===== config.mk =====
export PLATFORM = sky130hd
export DESIGN_NAME = collision_tracker
export DESIGN_NICKNAME = d
export VERILOG_FILES = /design/src/rtl/collision_tracker.sv
export SDC_FILE = /design/constraint.sdc
export NUM_CORES = 1
export LEC_CHECK = 0
export ABC_CLOCK_PERIOD_IN_PS = 2800
export BUFFER_PORTS_ARGS = -buffer_cell sky130_fd_sc_hd__clkbuf_2
export CORE_AREA = 4 4 200 202
export DETAILED_ROUTE_END_ITERATION = 16
export DIE_AREA = 0 0 204 206
export GPL_TIMING_DRIVEN = 0
export HOLD_SLACK_MARGIN = 0.03
export PLACE_DENSITY = 0.3
export SETUP_SLACK_MARGIN = 0.3
export SLEW_MARGIN = 20
export SYNTH_ARGS = -nofsm -noshare
export SYNTH_HDL_FRONTEND = slang
export SYNTH_SLANG_ARGS = --single-unit

===== constraint.sdc =====
create_clock -name clk -period 2.8 [get_ports clk]
set_input_delay 0.42 -clock clk [delete_from_list [all_inputs] [get_ports clk]]
set_output_delay 0.42 -clock clk [all_outputs]
set_load 0.05 [all_outputs]

===== src/rtl/collision_tracker.sv =====
// collision_tracker
// Detects overlap between a player pixel layer and a hazard pixel layer,
// turns the first overlap into a one-cycle hit pulse, and takes a life.
// Each hit is followed by an invulnerability window, or by DEAD when no
// lives remain.
// Optional feature macro: COLLISION_HIT_POS_EN. When defined, the block
// adds hit_row/hit_col ports. These report the overlapping pixel with the
// lowest row index, and the lowest column index within that row, captured
// on each hit.
module collision_tracker #(
    parameter int ROWS     = 16,
    parameter int COLS     = 16,
    parameter int LIVES    = 3,
    parameter int COOLDOWN = 8
) (
    input  logic                       clk,
    input  logic                       reset,
    input  logic [ROWS-1:0][COLS-1:0]  GrnPixels,
    input  logic [ROWS-1:0][COLS-1:0]  RedPixels,
    input  logic                       enable,
    input  logic                       restart,
    output logic                       hit,
    output logic [$clog2(LIVES+1)-1:0] lives,
`ifdef COLLISION_HIT_POS_EN
    output logic                       game_over,
    output logic [$clog2(ROWS)-1:0]    hit_row,
    output logic [$clog2(COLS)-1:0]    hit_col
`else
    output logic                       game_over
`endif
);

    localparam int LIVES_W = $clog2(LIVES + 1);
    localparam int CNT_W   = $clog2(COOLDOWN + 1);

    localparam logic [LIVES_W-1:0] LIVES_INIT = LIVES_W'(LIVES);
    localparam logic [CNT_W-1:0]   CNT_LOAD   = CNT_W'(COOLDOWN);
    localparam logic [CNT_W-1:0]   CNT_LAST   = CNT_W'(1);
    localparam logic [LIVES_W-1:0] LIFE_ONE   = LIVES_W'(1);

    // Game states
    localparam logic [1:0] S_SAFE = 2'd0;
    localparam logic [1:0] S_HIT  = 2'd1;
    localparam logic [1:0] S_COOL = 2'd2;
    localparam logic [1:0] S_DEAD = 2'd3;

    logic [1:0]                r_state;
    logic [1:0]                w_state_nxt;
    logic [CNT_W-1:0]          r_cnt;
    logic [CNT_W-1:0]          w_cnt_nxt;
    logic [LIVES_W-1:0]        r_lives;
    logic [LIVES_W-1:0]        w_lives_nxt;
    logic                      r_hit;
    logic                      w_hit_nxt;
    logic [ROWS-1:0][COLS-1:0] w_and;
    logic                      w_overlap;

    // Per-pixel coincidence of the two layers; any set bit is a collision.
    assign w_and     = GrnPixels & RedPixels;
    assign w_overlap = |w_and;

    // Next-state logic. Restart overrides every state, including a pending
    // overlap. Overlap is only looked at in SAFE.
    always_comb begin
        w_state_nxt = r_state;
        w_cnt_nxt   = r_cnt;
        w_lives_nxt = r_lives;
        w_hit_nxt   = 1'b0;
        if (restart) begin
            w_state_nxt = S_SAFE;
            w_cnt_nxt   = '0;
            w_lives_nxt = LIVES_INIT;
        end else begin
            case (r_state)
                S_SAFE: begin
                    if (enable && w_overlap) begin
                        w_state_nxt = S_HIT;
                        w_hit_nxt   = 1'b1;
                        // Lives are never zero in SAFE, but guard against underflow anyway.
                        if (r_lives != '0) begin
                            w_lives_nxt = r_lives - LIFE_ONE;
                        end
                    end
                end
                S_HIT: begin
                    // HIT always lasts one cycle, even while paused.
                    if (r_lives == '0) begin
                        w_state_nxt = S_DEAD;
                    end else begin
                        w_state_nxt = S_COOL;
                        w_cnt_nxt   = CNT_LOAD;
                    end
                end
                S_COOL: begin
                    if (enable) begin
                        if (r_cnt <= CNT_LAST) begin
                            w_state_nxt = S_SAFE;
                            w_cnt_nxt   = '0;
                        end else begin
                            w_cnt_nxt = r_cnt - CNT_LAST;
                        end
                    end
                end
                S_DEAD: begin
                    w_state_nxt = S_DEAD;
                end
                default: begin
                    w_state_nxt = S_SAFE;
                    w_cnt_nxt   = '0;
                end
            endcase
        end
    end

    // State, counter, lives and pulse registers; reset wins over restart.
    always_ff @(posedge clk) begin
        if (reset) begin
            r_state <= S_SAFE;
            r_cnt   <= '0;
            r_lives <= LIVES_INIT;
            r_hit   <= 1'b0;
        end else begin
            r_state <= w_state_nxt;
            r_cnt   <= w_cnt_nxt;
            r_lives <= w_lives_nxt;
            r_hit   <= w_hit_nxt;
        end
    end

    assign hit       = r_hit;
    assign lives     = r_lives;
    assign game_over = (r_state == S_DEAD);

`ifdef COLLISION_HIT_POS_EN
    localparam int ROW_W = $clog2(ROWS);
    localparam int COL_W = $clog2(COLS);

    logic [ROW_W-1:0] w_enc_row;
    logic [COL_W-1:0] w_enc_col;
    logic             w_found;
    logic             w_capture;
    logic [ROW_W-1:0] r_hit_row;
    logic [COL_W-1:0] r_hit_col;

    // Priority encoder: the first set pixel in row-major scan order wins.
    always_comb begin
        w_found   = 1'b0;
        w_enc_row = '0;
        w_enc_col = '0;
        for (int r = 0; r < ROWS; r++) begin
            for (int c = 0; c < COLS; c++) begin
                if (!w_found && w_and[r][c]) begin
                    w_found   = 1'b1;
                    w_enc_row = ROW_W'(r);
                    w_enc_col = COL_W'(c);
                end
            end
        end
    end

    // HIT is only entered from SAFE, so entering HIT marks the capture point.
    assign w_capture = (w_state_nxt == S_HIT) && (r_state == S_SAFE);

    // Position of the last hit; only reset clears it, restart keeps it.
    always_ff @(posedge clk) begin
        if (reset) begin
            r_hit_row <= '0;
            r_hit_col <= '0;
        end else if (w_capture) begin
            r_hit_row <= w_enc_row;
            r_hit_col <= w_enc_col;
        end
    end

    assign hit_row = r_hit_row;
    assign hit_col = r_hit_col;
`endif

endmodule


==> results.sh, run 1 <==
export IMPL_status="finished, final reports clean"
export IMPL_detail_route_iter0_violations=174
export IMPL_synthTopCellsByCount="sky130_fd_sc_hd__a22o_1 (64), sky130_fd_sc_hd__a221oi_1 (49), sky130_fd_sc_hd__nand4_1 (16), sky130_fd_sc_hd__a221oi_2 (15), sky130_fd_sc_hd__dfxtp_1 (9)"
export IMPL_netSwitchingPower_w=0.0003061
export IMPL_place_gp_congestion=0.8835
export IMPL_synth_fp_nets=726
export IMPL_post_cts_buffers=0
export IMPL_rsz_0062_raised_after_global_routing="false"
export IMPL_cts_hold_repair_buffers=0
export IMPL_ant_nets=0
export IMPL_crit_path_frequent_cell="sky130_fd_sc_hd__or4_4"
export IMPL_power_leakage_nw=2.822
export IMPL_syn_area_per_cell_um2=8.801
export IMPL_floorplan_rows=72
export IMPL_area_share_of_the_largest_cell_type_after_synthesis_pct=30.77
export IMPL_drive_above_1_share_pct=76.44
export IMPL_clk_transition_reported_paths_ps=40
export IMPL_power_sequential_fraction_pct=13.4
export IMPL_drt_pre_antenna_iters=4
export IMPL_final_core_utilization_pct=13.74
export IMPL_postRouteWirelength_um=23140
export IMPL_cts_buffers=3
export IMPL_grt_max_degree=11
export IMPL_synthToLayoutAreaGrowth_pct=188.8
export IMPL_grt_antenna_before_repair=7
export IMPL_initial_core_util_pct=4.758
export IMPL_critical_path_slowest_cell="sky130_fd_sc_hd__or4_4"
export IMPL_sw_frac_of_total_pct=30.70
export IMPL_first_global_vias=4411
export IMPL_synth_main_ff_cell="sky130_fd_sc_hd__dfxtp_1"
export IMPL_die_area_mm2=0.04202
export IMPL_drt_wirelength_per_cell_um=18.48
export IMPL_cts_tree="done"
export IMPL_final_fill_count=4492
export IMPL_top_cell_type_by_total_area_after_synthesis="sky130_fd_sc_hd__a22o_1"
export IMPL_slew_limit_headroom_pct=62.30
export IMPL_tightestPinTransition_ps=558.4
export IMPL_cell_types_occupying_the_most_area_after_synthesis="sky130_fd_sc_hd__a22o_1 (31%), sky130_fd_sc_hd__a221oi_1 (24%), sky130_fd_sc_hd__a221oi_2 (12%)"
export IMPL_synthArstFlopShare_pct=0
export IMPL_fmax_mhz=416.7
export IMPL_total_number_of_clock_tree_sinks=9
export IMPL_power_clock_fraction_pct=25.6
export IMPL_timing_critical_path_arrival_ps=2520
export IMPL_final_period_utilization_pct=85.71
export IMPL_timing_final_max_slew_violations=0
export IMPL_post_layout_net_count=1250
export IMPL_min_path_type="reg -> reg"
export IMPL_netlist_instances=207
export IMPL_footprint_of_the_multi_input_gates_mm2=0.001720
export IMPL_critPathRequiredTime_ps=2920
export IMPL_detailed_place_hpwl_um=22420
export IMPL_place_port_buffers=519
export IMPL_worstSetupPathType="in -> reg"
export IMPL_synth_distinct_cells=28
export IMPL_ctsRootBufferMaster="sky130_fd_sc_hd__clkbuf_16"
export IMPL_grtUsageTotal_pct=9.796
export IMPL_critical_path_startpoint_type="input port"
export IMPL_drc=0
export IMPL_ys_warnings_count=0
export IMPL_slowest_delay_ps=580
export IMPL_library_cell_with_the_highest_instance_count_after_synthesis="sky130_fd_sc_hd__a22o_1"
export IMPL_h_tree_depth=1
export IMPL_core_area_mm2=0.03829
export IMPL_cts_root_to_sink_buffers=2
export IMPL_cp_max_fo=2
export IMPL_ir_worst_vdd_mv=0.2094
export IMPL_hold_ws_ps=490.8
export IMPL_io_pins=520
export IMPL_timing_clock_skew_ps=1.551
export IMPL_grt_first_pass_wirelength_um=30170
export IMPL_grt_remaining_overflow=0
export IMPL_critical_path_cell_chain="clkbuf_2 -> a22o_1 -> a221oi_4 -> nand4_1 -> or4_4 -> or4_4 -> nand3_2 -> nand3b_1"
export IMPL_min_period_ps=2400
export IMPL_critical_path_endpoint_type="flip-flop"
export IMPL_avgViaCountPerCell=3.359
export IMPL_seq_area_frac_synth_pct=9.890
export IMPL_hold_viol=0
export IMPL_dieWidth_um=204
export IMPL_fp_dieH_um=206
export IMPL_area_sequential_um2=180.2
export IMPL_p_comb_share_pct=61.1
export IMPL_cap_viol_max_count=0
export IMPL_num_vias=4205
export IMPL_synth_enable_flop_cells=0
export IMPL_syn_cell_area_mm2=0.001822
export IMPL_internal_power_w=0.0006912
export IMPL_yosys_register_bits=9
export IMPL_totalPowerFinal_w=0.0009973
export IMPL_clkLatencyLatePin_ps=230
export IMPL_power_density_cell_area_mw_per_mm2=189.6
export IMPL_setup_viol_count_final=0
==> repair_timing <==
action	4_1_cts	5_1_grt
hold endpoints to repair	0	0
resized for setup	9	8
pin swaps	3	5
endpoints found under the setup margin	4	4
==> worst paths after layout <==
| kind | from | endpoint | slack, ps | cells after the start |
|---|---|---|---|---|
| worst max-delay path | GrnPixels[78] | lives[0] | 400 | 8 |
| worst min-delay path | r_cnt[3] | r_cnt[3] | 490 | 2 |
| worst max register to register | r_cnt[0] | r_cnt[2] | 740 | 7 |
| worst min register to register | r_cnt[3] | r_cnt[3] | 490 | 2 |
==> layer usage <==
metal	global-route usage, %	share of wire [%]
met2	16.92	50
met3	2.369	7.1
met4	2.249	1.8
met5	0	0.061
met1	12.38	41
==> metrics by stage <==
stage,std cells,setup slack [ps],setup TNS (ps),instance area (um^2)
after floorplan,207,551.0,0,1822
after global placement,1244,-477.6,-1727,5067
after detailed placement,1244,-539.8,-1955,5067
after CTS,1248,271.7,0,5204
after global routing,1251,301.0,0,5259
final,1252,400.1,0,5261
==> layout by cell type, fill, tap and decap left out <==
master                      synthesis  routed
sky130_fd_sc_hd__clkbuf_1           2       3
sky130_fd_sc_hd__and2_1             1       1
sky130_fd_sc_hd__o311ai_0           1       1
sky130_fd_sc_hd__inv_1              5       5
sky130_fd_sc_hd__dfxtp_1            9       9
sky130_fd_sc_hd__nor3_1             3       3
sky130_fd_sc_hd__a21oi_1            5       5
sky130_fd_sc_hd__nand4_1           16      16
sky130_fd_sc_hd__nand2_1            1       1
sky130_fd_sc_hd__or4_4              2       5
sky130_fd_sc_hd__a221oi_4           0       1
sky130_fd_sc_hd__clkbuf_16          0       3
sky130_fd_sc_hd__o21ai_0            3       3
sky130_fd_sc_hd__nor2_1             8       8
sky130_fd_sc_hd__a21o_1             1       1
sky130_fd_sc_hd__or3_1              2       2
sky130_fd_sc_hd__nor4_4             0       1
sky130_fd_sc_hd__clkbuf_2           0     519
sky130_fd_sc_hd__a31oi_1            3       3
sky130_fd_sc_hd__a22o_1            64      64
sky130_fd_sc_hd__nand2b_1           2       2
sky130_fd_sc_hd__or3b_2             1       1
sky130_fd_sc_hd__a221oi_2          15      24
sky130_fd_sc_hd__ha_1               3       3
sky130_fd_sc_hd__or2_2              2       2
sky130_fd_sc_hd__diode_2            0       4
sky130_fd_sc_hd__o21ai_1            1       1
sky130_fd_sc_hd__nand3_2            1       2
sky130_fd_sc_hd__nand3b_1           2       2
sky130_fd_sc_hd__a221oi_1          49      39
==> flip-flops by register name, summed over array words and instances, names as in the netlist <==
signal   flops
r_cnt        4
hit          1
lives        2
r_state      2
==> kinds of logic (layout without fill, tap and decap cells) <==
kind of cell	count (synthesis)	after routing	share of synthesized area, %
other cells	0	4	0
compound gates	142	142	71.09
buf+inv	7	530	1.443
fa+ha+maj	3	3	2.061
simple gates	46	46	15.52
flops	9	9	9.890
==> power by group through the flow <==
stage | clock [W] | combinational, W | sequential, W
after floorplan | 0 | 0.000150 | 0.000141
after global placement | 0 | 0.000594 | 0.000135
after detailed placement | 0 | 0.000595 | 0.000135
after CTS | 0.000263 | 0.000606 | 0.000133
after global routing | 0.000268 | 0.000662 | 0.000134
final | 0.000255 | 0.000609 | 0.000133
==> worst max-delay path, delay by kind of cell <==
kind            cells  cell delay (ps)
simple gates        5             1510
compound gates      2              510
buf+inv             1               80
==> area by class of cell <==
class,instances,share of cell area (%)
inverter,5,0.3567
timing repair buffer,519,49.37
multi-input combinational,191,32.70
antenna,4,0.1902
tap,518,12.32
clock buffer,4,1.498
buffer,2,0.1427
sequential,9,3.424
Note: power is estimated with default switching activity, not from simulation.
==> run 2: changes to the inputs <==
BUFFER_PORTS_ARGS = -buffer_cell sky130_fd_sc_hd__buf_2   (was -buffer_cell sky130_fd_sc_hd__clkbuf_2)
==> run 2 against run 1 <==
Non-clock buffer count did not move. Worst hold slack improved by 3.3 ps. Clock power fell by 2%. Total power fell by 0.69%. Combinational power barely moved. Clock skew rose by 2.2 ps. Sequential share of layout area barely moved. Largest cell class unchanged. Highest routed layer unchanged.
==> results.sh, run 2 (synthesized netlist as in run 1, its figures left out) <==
export IMPL_largest_reg_flops=4
export IMPL_detailed_place_hpwl_um=22130
export IMPL_drt_pre_antenna_iters=4
export IMPL_io_pins=520
export IMPL_grt_first_pass_wirelength_um=29250
export IMPL_grt_remaining_overflow=0
export IMPL_ctsRootBufferMaster="sky130_fd_sc_hd__clkbuf_16"
export IMPL_critical_path_startpoint_type="input port"
export IMPL_timing_final_max_slew_violations=0
export IMPL_regMostFlops="r_cnt"
export IMPL_timing_clock_skew_ps=3.787
export IMPL_total_number_of_clock_tree_sinks=9
export IMPL_cap_viol_max_count=0
export IMPL_drive_above_1_share_pct=75.75
export IMPL_fmax_mhz=402.8
export IMPL_fp_dieH_um=206
export IMPL_place_gp_congestion=0.8737
export IMPL_cts_hold_repair_buffers=0
export IMPL_power_leakage_nw=2.705
export IMPL_cts_root_to_sink_buffers=2
export IMPL_min_period_ps=2483
export IMPL_totalPowerFinal_w=0.0009904
export IMPL_status="finished, final reports clean"
export IMPL_post_layout_net_count=1250
export IMPL_setup_viol_count_final=0
export IMPL_ant_nets=0
export IMPL_grtUsageTotal_pct=9.585
export IMPL_worstHoldStart="r_state[0]"
export IMPL_power_density_cell_area_mw_per_mm2=188.7
export IMPL_min_path_type="reg -> reg"
export IMPL_timing_rr_start="r_cnt[0]"
export IMPL_hold_viol=0
export IMPL_cp_max_fo=2
export IMPL_final_fill_count=4523
export IMPL_timing_critical_path_from="RedPixels[27]"
export IMPL_h_tree_depth=1
export IMPL_clkLatencyLatePin_ps=230
export IMPL_most_common_library_cell_in_the_layout_ignoring_fill_and_taps="sky130_fd_sc_hd__buf_2"
export IMPL_critPathRequiredTime_ps=2920
export IMPL_drc=0
export IMPL_die_area_mm2=0.04202
export IMPL_detail_route_iter0_violations=134
export IMPL_first_global_vias=4425
export IMPL_critical_path_endpoint_type="flip-flop"
export IMPL_grt_antenna_before_repair=8
export IMPL_post_cts_buffers=0
export IMPL_timing_critical_path_arrival_ps=2600
export IMPL_ir_worst_vdd_mv=0.1356
export IMPL_postRouteWirelength_um=22970
export IMPL_clk_transition_reported_paths_ps=40
export IMPL_tightestPinTransition_ps=615.1
export IMPL_grt_max_degree=11
export IMPL_avgViaCountPerCell=3.416
export IMPL_dieWidth_um=204
export IMPL_initial_core_util_pct=4.758
export IMPL_final_cell_mix="sky130_fd_sc_hd__buf_2 (517), sky130_fd_sc_hd__a22o_1 (63), sky130_fd_sc_hd__a221oi_1 (44), sky130_fd_sc_hd__a221oi_2 (19), sky130_fd_sc_hd__nand4_1 (16)"
export IMPL_cts_tree="done"
export IMPL_cts_buffers=3
export IMPL_synthToLayoutAreaGrowth_pct=188.0
export IMPL_rsz_0062_raised_after_global_routing="true"
export IMPL_hold_ws_ps=494.2
export IMPL_final_period_utilization_pct=88.67
export IMPL_core_area_mm2=0.03829
export IMPL_floorplan_rows=72
export IMPL_drt_wirelength_per_cell_um=18.35
export IMPL_worstSetupPathType="in -> reg"
export IMPL_place_port_buffers=519
export IMPL_slew_limit_headroom_pct=58.47
export IMPL_num_vias=4277
run 2: cell count changes in the layout (fill, tap and decap cells not counted):
| cell | change |
|---|---|
| sky130_fd_sc_hd__a221oi_1 | +5 |
| sky130_fd_sc_hd__a221oi_2 | -5 |
| sky130_fd_sc_hd__a22o_1 | -1 |
| sky130_fd_sc_hd__a22o_4 | +1 |
| sky130_fd_sc_hd__buf_2 | +517 |
| sky130_fd_sc_hd__buf_6 | +2 |
| sky130_fd_sc_hd__clkbuf_2 | -519 |
| sky130_fd_sc_hd__or4_1 | +1 |
| sky130_fd_sc_hd__or4_4 | -1 |
run 2: power by group:
group	total, W	switching (W)	internal, W
Sequential	0.000133	0.00000135	0.000132
Clock	0.000251	0.0000605	0.000190
Combinational	0.000607	0.000239	0.000368
run 2: critical path, cell delays in order:
cell	delay [ps]
sky130_fd_sc_hd__buf_2	110
sky130_fd_sc_hd__a22o_1	290
sky130_fd_sc_hd__a221oi_1	270
sky130_fd_sc_hd__nand4_1	180
sky130_fd_sc_hd__or4_4	640
sky130_fd_sc_hd__or4_4	540
sky130_fd_sc_hd__nand3_2	90
sky130_fd_sc_hd__nand3b_1	70
run 2: layout make-up:
| class | count | area [um^2] | share of cell area [%] |
|---|---|---|---|
| repair buffers | 519 | 2610 | 49.74 |
| well taps | 518 | 648.1 | 12.35 |
| inverters | 5 | 18.77 | 0.3577 |
| flip-flops and latches | 9 | 180.2 | 3.433 |
| multi-input cells | 191 | 1694 | 32.28 |
| clock buffers | 4 | 78.83 | 1.502 |
| plain buffers | 2 | 7.507 | 0.1431 |
| diodes | 4 | 10.01 | 0.1907 |
run 2: layer usage:
| layer | routed length (um) | GRT usage (%) |
|---|---|---|
| met3 | 1759 | 1.742 |
| met5 | 13 | 0 |
| met1 | 9077 | 12.11 |
| met4 | 503 | 2.536 |
| met2 | 11620 | 16.84 |
run 2: final timing paths:
kind	end	slack (ps)	depth (start not counted)
max	lives[0]	320	8
min	r_state[0]	490	2
max reg2reg	r_cnt[2]	730	7
min reg2reg	r_state[0]	490	2
run 2: repair_timing:
item                       in CTS  in global routing
pin swaps                       2                  3
setup endpoints to repair       4                  4
resized for setup               8                  6
run 2: through the flow:
step                      std cells  area (um^2)  worst slack [ps]  TNS, ps  util [%]
final                          1252         5248             317.3        0     13.71
after global routing           1252         5248             212.1        0     13.71
after CTS                      1248         5195             223.1        0     13.57
after floorplan                 207         1822             551.0        0         -
after global placement         1244         5067            -495.0    -1799     13.24
after detailed placement       1244         5067            -557.0    -2048     13.24
==> run 3: changes to the inputs <==
ABC_CLOCK_PERIOD_IN_PS = 2200   (was 2800)
CORE_AREA = 4 4 198 200   (was 4 4 200 202)
DIE_AREA = 0 0 202 204   (was 0 0 204 206)
PLACE_DENSITY = unset   (was 0.3)
PLACE_DENSITY_LB_ADDON = 0.2   (was unset)
clock period = 2.2 ns   (was 2.8 ns; I/O delays follow)
==> run 3 against run 2 <==
The run now ends with setup timing left. Clock power grew 27%. Wire length shrank 5.0%. Sequential share of layout area is essentially flat. Core utilization grew 0.77 points. Flip-flop and latch count is the same. Final cell count shrank 0.88%. Register-to-register slack lost 470 ps. Highest routed layer unchanged.
==> results.sh, run 3 (synthesized netlist as in run 1, its figures left out) <==
export IMPL_power_leakage_nw=2.759
export IMPL_first_global_vias=4528
export IMPL_ant_nets=0
export IMPL_rrSetupSlack_ps=260
export IMPL_fp_dieH_um=204
export IMPL_synthToLayoutAreaGrowth_pct=197.1
export IMPL_worstSetupPathDepth=8
export IMPL_grt_first_pass_wirelength_um=28910
export IMPL_status="finished, violations left"
export IMPL_cts_hold_repair_buffers=0
export IMPL_slowest_delay_ps=570
export IMPL_ctsRootBufferMaster="sky130_fd_sc_hd__clkbuf_16"
export IMPL_tightestPinTransition_ps=455.4
export IMPL_largest_reg_flops=4
export IMPL_totalNegativeSetupSlack_ps=-120.2
export IMPL_place_gp_congestion=0.9048
export IMPL_clk_transition_reported_paths_ps=40
export IMPL_grt_remaining_overflow=0
export IMPL_regMostFlops="r_cnt"
export IMPL_final_period_utilization_pct=103.3
export IMPL_critPathTopFamily="simple AND/OR/NAND/NOR gates"
export IMPL_drt_wirelength_per_cell_um=17.59
export IMPL_placed_cells=1237
export IMPL_cp_max_fo=2
export IMPL_postRouteWirelength_um=21830
export IMPL_grt_max_degree=11
export IMPL_reg2regPathDepth=7
export IMPL_total_number_of_clock_tree_sinks=9
export IMPL_insertedDiodeCount=0
export IMPL_worstPathBufferInverterCount=1
export IMPL_grtUsageTotal_pct=9.304
export IMPL_timing_clock_skew_ps=0.5353
export IMPL_setup_viol_count_final=2
export IMPL_min_path_type="in -> reg"
export IMPL_critical_path_slowest_cell="sky130_fd_sc_hd__or4_4"
export IMPL_critical_path_startpoint_type="input port"
export IMPL_drt_pre_antenna_iters=5
export IMPL_initial_core_util_pct=4.871
export IMPL_clkLatencyLatePin_ps=230
export IMPL_cap_viol_max_count=0
export IMPL_dieWidth_um=202
export IMPL_worst_hold_path_num_cells=3
export IMPL_post_layout_net_count=1250
export IMPL_final_cell_count_no_fill=1241
export IMPL_die_area_mm2=0.04121
export IMPL_violations="setup timing"
export IMPL_num_vias=4208
export IMPL_worstSetupPathType="in -> reg"
export IMPL_crit_path_frequent_cell="sky130_fd_sc_hd__or4_4"
export IMPL_critPathRequiredTime_ps=2310
export IMPL_cts_root_to_sink_buffers=2
export IMPL_power_density_cell_area_mw_per_mm2=240.5
export IMPL_final_cell_mix="sky130_fd_sc_hd__buf_2 (513), sky130_fd_sc_hd__a22o_1 (61), sky130_fd_sc_hd__a221oi_2 (36), sky130_fd_sc_hd__a221oi_1 (26), sky130_fd_sc_hd__nand4_1 (16)"
export IMPL_timing_rr_start="lives[0]"
export IMPL_drive_above_1_share_pct=79.45
export IMPL_timing_critical_path_arrival_ps=2380
export IMPL_cts_tree="done"
export IMPL_grt_antenna_before_repair=1
export IMPL_floorplan_rows=71
export IMPL_worstHoldStart="enable"
export IMPL_worst_hold_endpoint="r_state[1]"
export IMPL_cts_buffers=3
export IMPL_detail_route_iter0_violations=140
export IMPL_core_area_mm2=0.03740
export IMPL_io_pins=520
export IMPL_layout_setup_ws_ps=-72.82
export IMPL_post_cts_buffers=0
export IMPL_slew_limit_headroom_pct=69.64
export IMPL_timing_final_max_slew_violations=0
export IMPL_min_period_ps=2273
export IMPL_h_tree_depth=1
export IMPL_critical_path_cell_chain="buf_6 -> a22o_1 -> a221oi_2 -> nand4_1 -> or4_4 -> or4_4 -> nand3_2 -> nand3b_1"
export IMPL_hold_viol=0
export IMPL_drc=0
export IMPL_most_common_library_cell_in_the_layout_ignoring_fill_and_taps="sky130_fd_sc_hd__buf_2"
export IMPL_place_ws_ps=-822.9
export IMPL_timing_rr_end="r_cnt[2]"
export IMPL_ir_worst_vdd_mv=0.2418
export IMPL_critical_path_endpoint_type="flip-flop"
export IMPL_place_port_buffers=519
export IMPL_avgViaCountPerCell=3.391
export IMPL_fmax_mhz=440.0
export IMPL_detailed_place_hpwl_um=20770
export IMPL_rsz_0062_raised_after_global_routing="true"
## run 3: metrics by stage
| step | hold slack (ps) | utilization [%] | area (um^2) | total power, W |
|---|---|---|---|---|
| after floorplan | 462.5 | - | 1904 | 0.0003806 |
| after global placement | 489.5 | 13.75 | 5141 | 0.0009438 |
| after detailed placement | 483.4 | 13.75 | 5141 | 0.0009407 |
| after CTS | 427.3 | 14.24 | 5324 | 0.001289 |
| after global routing | 462.5 | 14.47 | 5413 | 0.001385 |
| final | 430.0 | 14.47 | 5413 | 0.001302 |
## run 3: power by group
group	total, W	switching, W	internal (W)
sequential	0.000170	0.00000197	0.000168
combinational	0.000813	0.000323	0.000490
clock	0.000319	0.0000773	0.000242
## run 3: worst max-delay path by stage
stage | from | endpoint | slack, ps
final | GrnPixels[129] | lives[0] | -70
after global routing | GrnPixels[123] | lives[0] | -130
after CTS | RedPixels[139] | lives[0] | -100
after detailed placement | GrnPixels[89] | lives[1] | -820
after global placement | GrnPixels[89] | lives[1] | -920
after floorplan | GrnPixels[87] | lives[0] | 50
## run 3: cell type report
cell class | instances | area, um^2
flip-flops and latches | 9 | 183.9
repair buffers | 519 | 2635
plain buffers | 2 | 8.758
clock buffers | 4 | 78.83
multi-input cells | 191 | 1848
well taps | 511 | 639.4
fillers | 4391 | 31990
inverters | 5 | 18.77
## run 3: per-layer routing
layer	up-vias	GRT usage (%)	wire, um
li1	2058	-	-
met1	1916	12.34	9021
met2	218	16.21	11190
met3	14	1.555	1335
met4	2	1.392	273
met5	-	0	11
## run 3: timing repair
item / 4_1_cts / 5_1_grt
pin swaps: 8 / 8
endpoints found under the setup margin: 5 / 7
gates resized for setup: 17 / 17
## run 3: worst reg2reg max path, stage by stage (launching register included)
cell and delay (ps):
sky130_fd_sc_hd__dfxtp_2 330, sky130_fd_sc_hd__inv_1 60, sky130_fd_sc_hd__ha_1 230, sky130_fd_sc_hd__nor3_1 140, sky130_fd_sc_hd__a31oi_1 120, sky130_fd_sc_hd__or2_2 370, sky130_fd_sc_hd__or3b_2 470, sky130_fd_sc_hd__a21oi_1 140
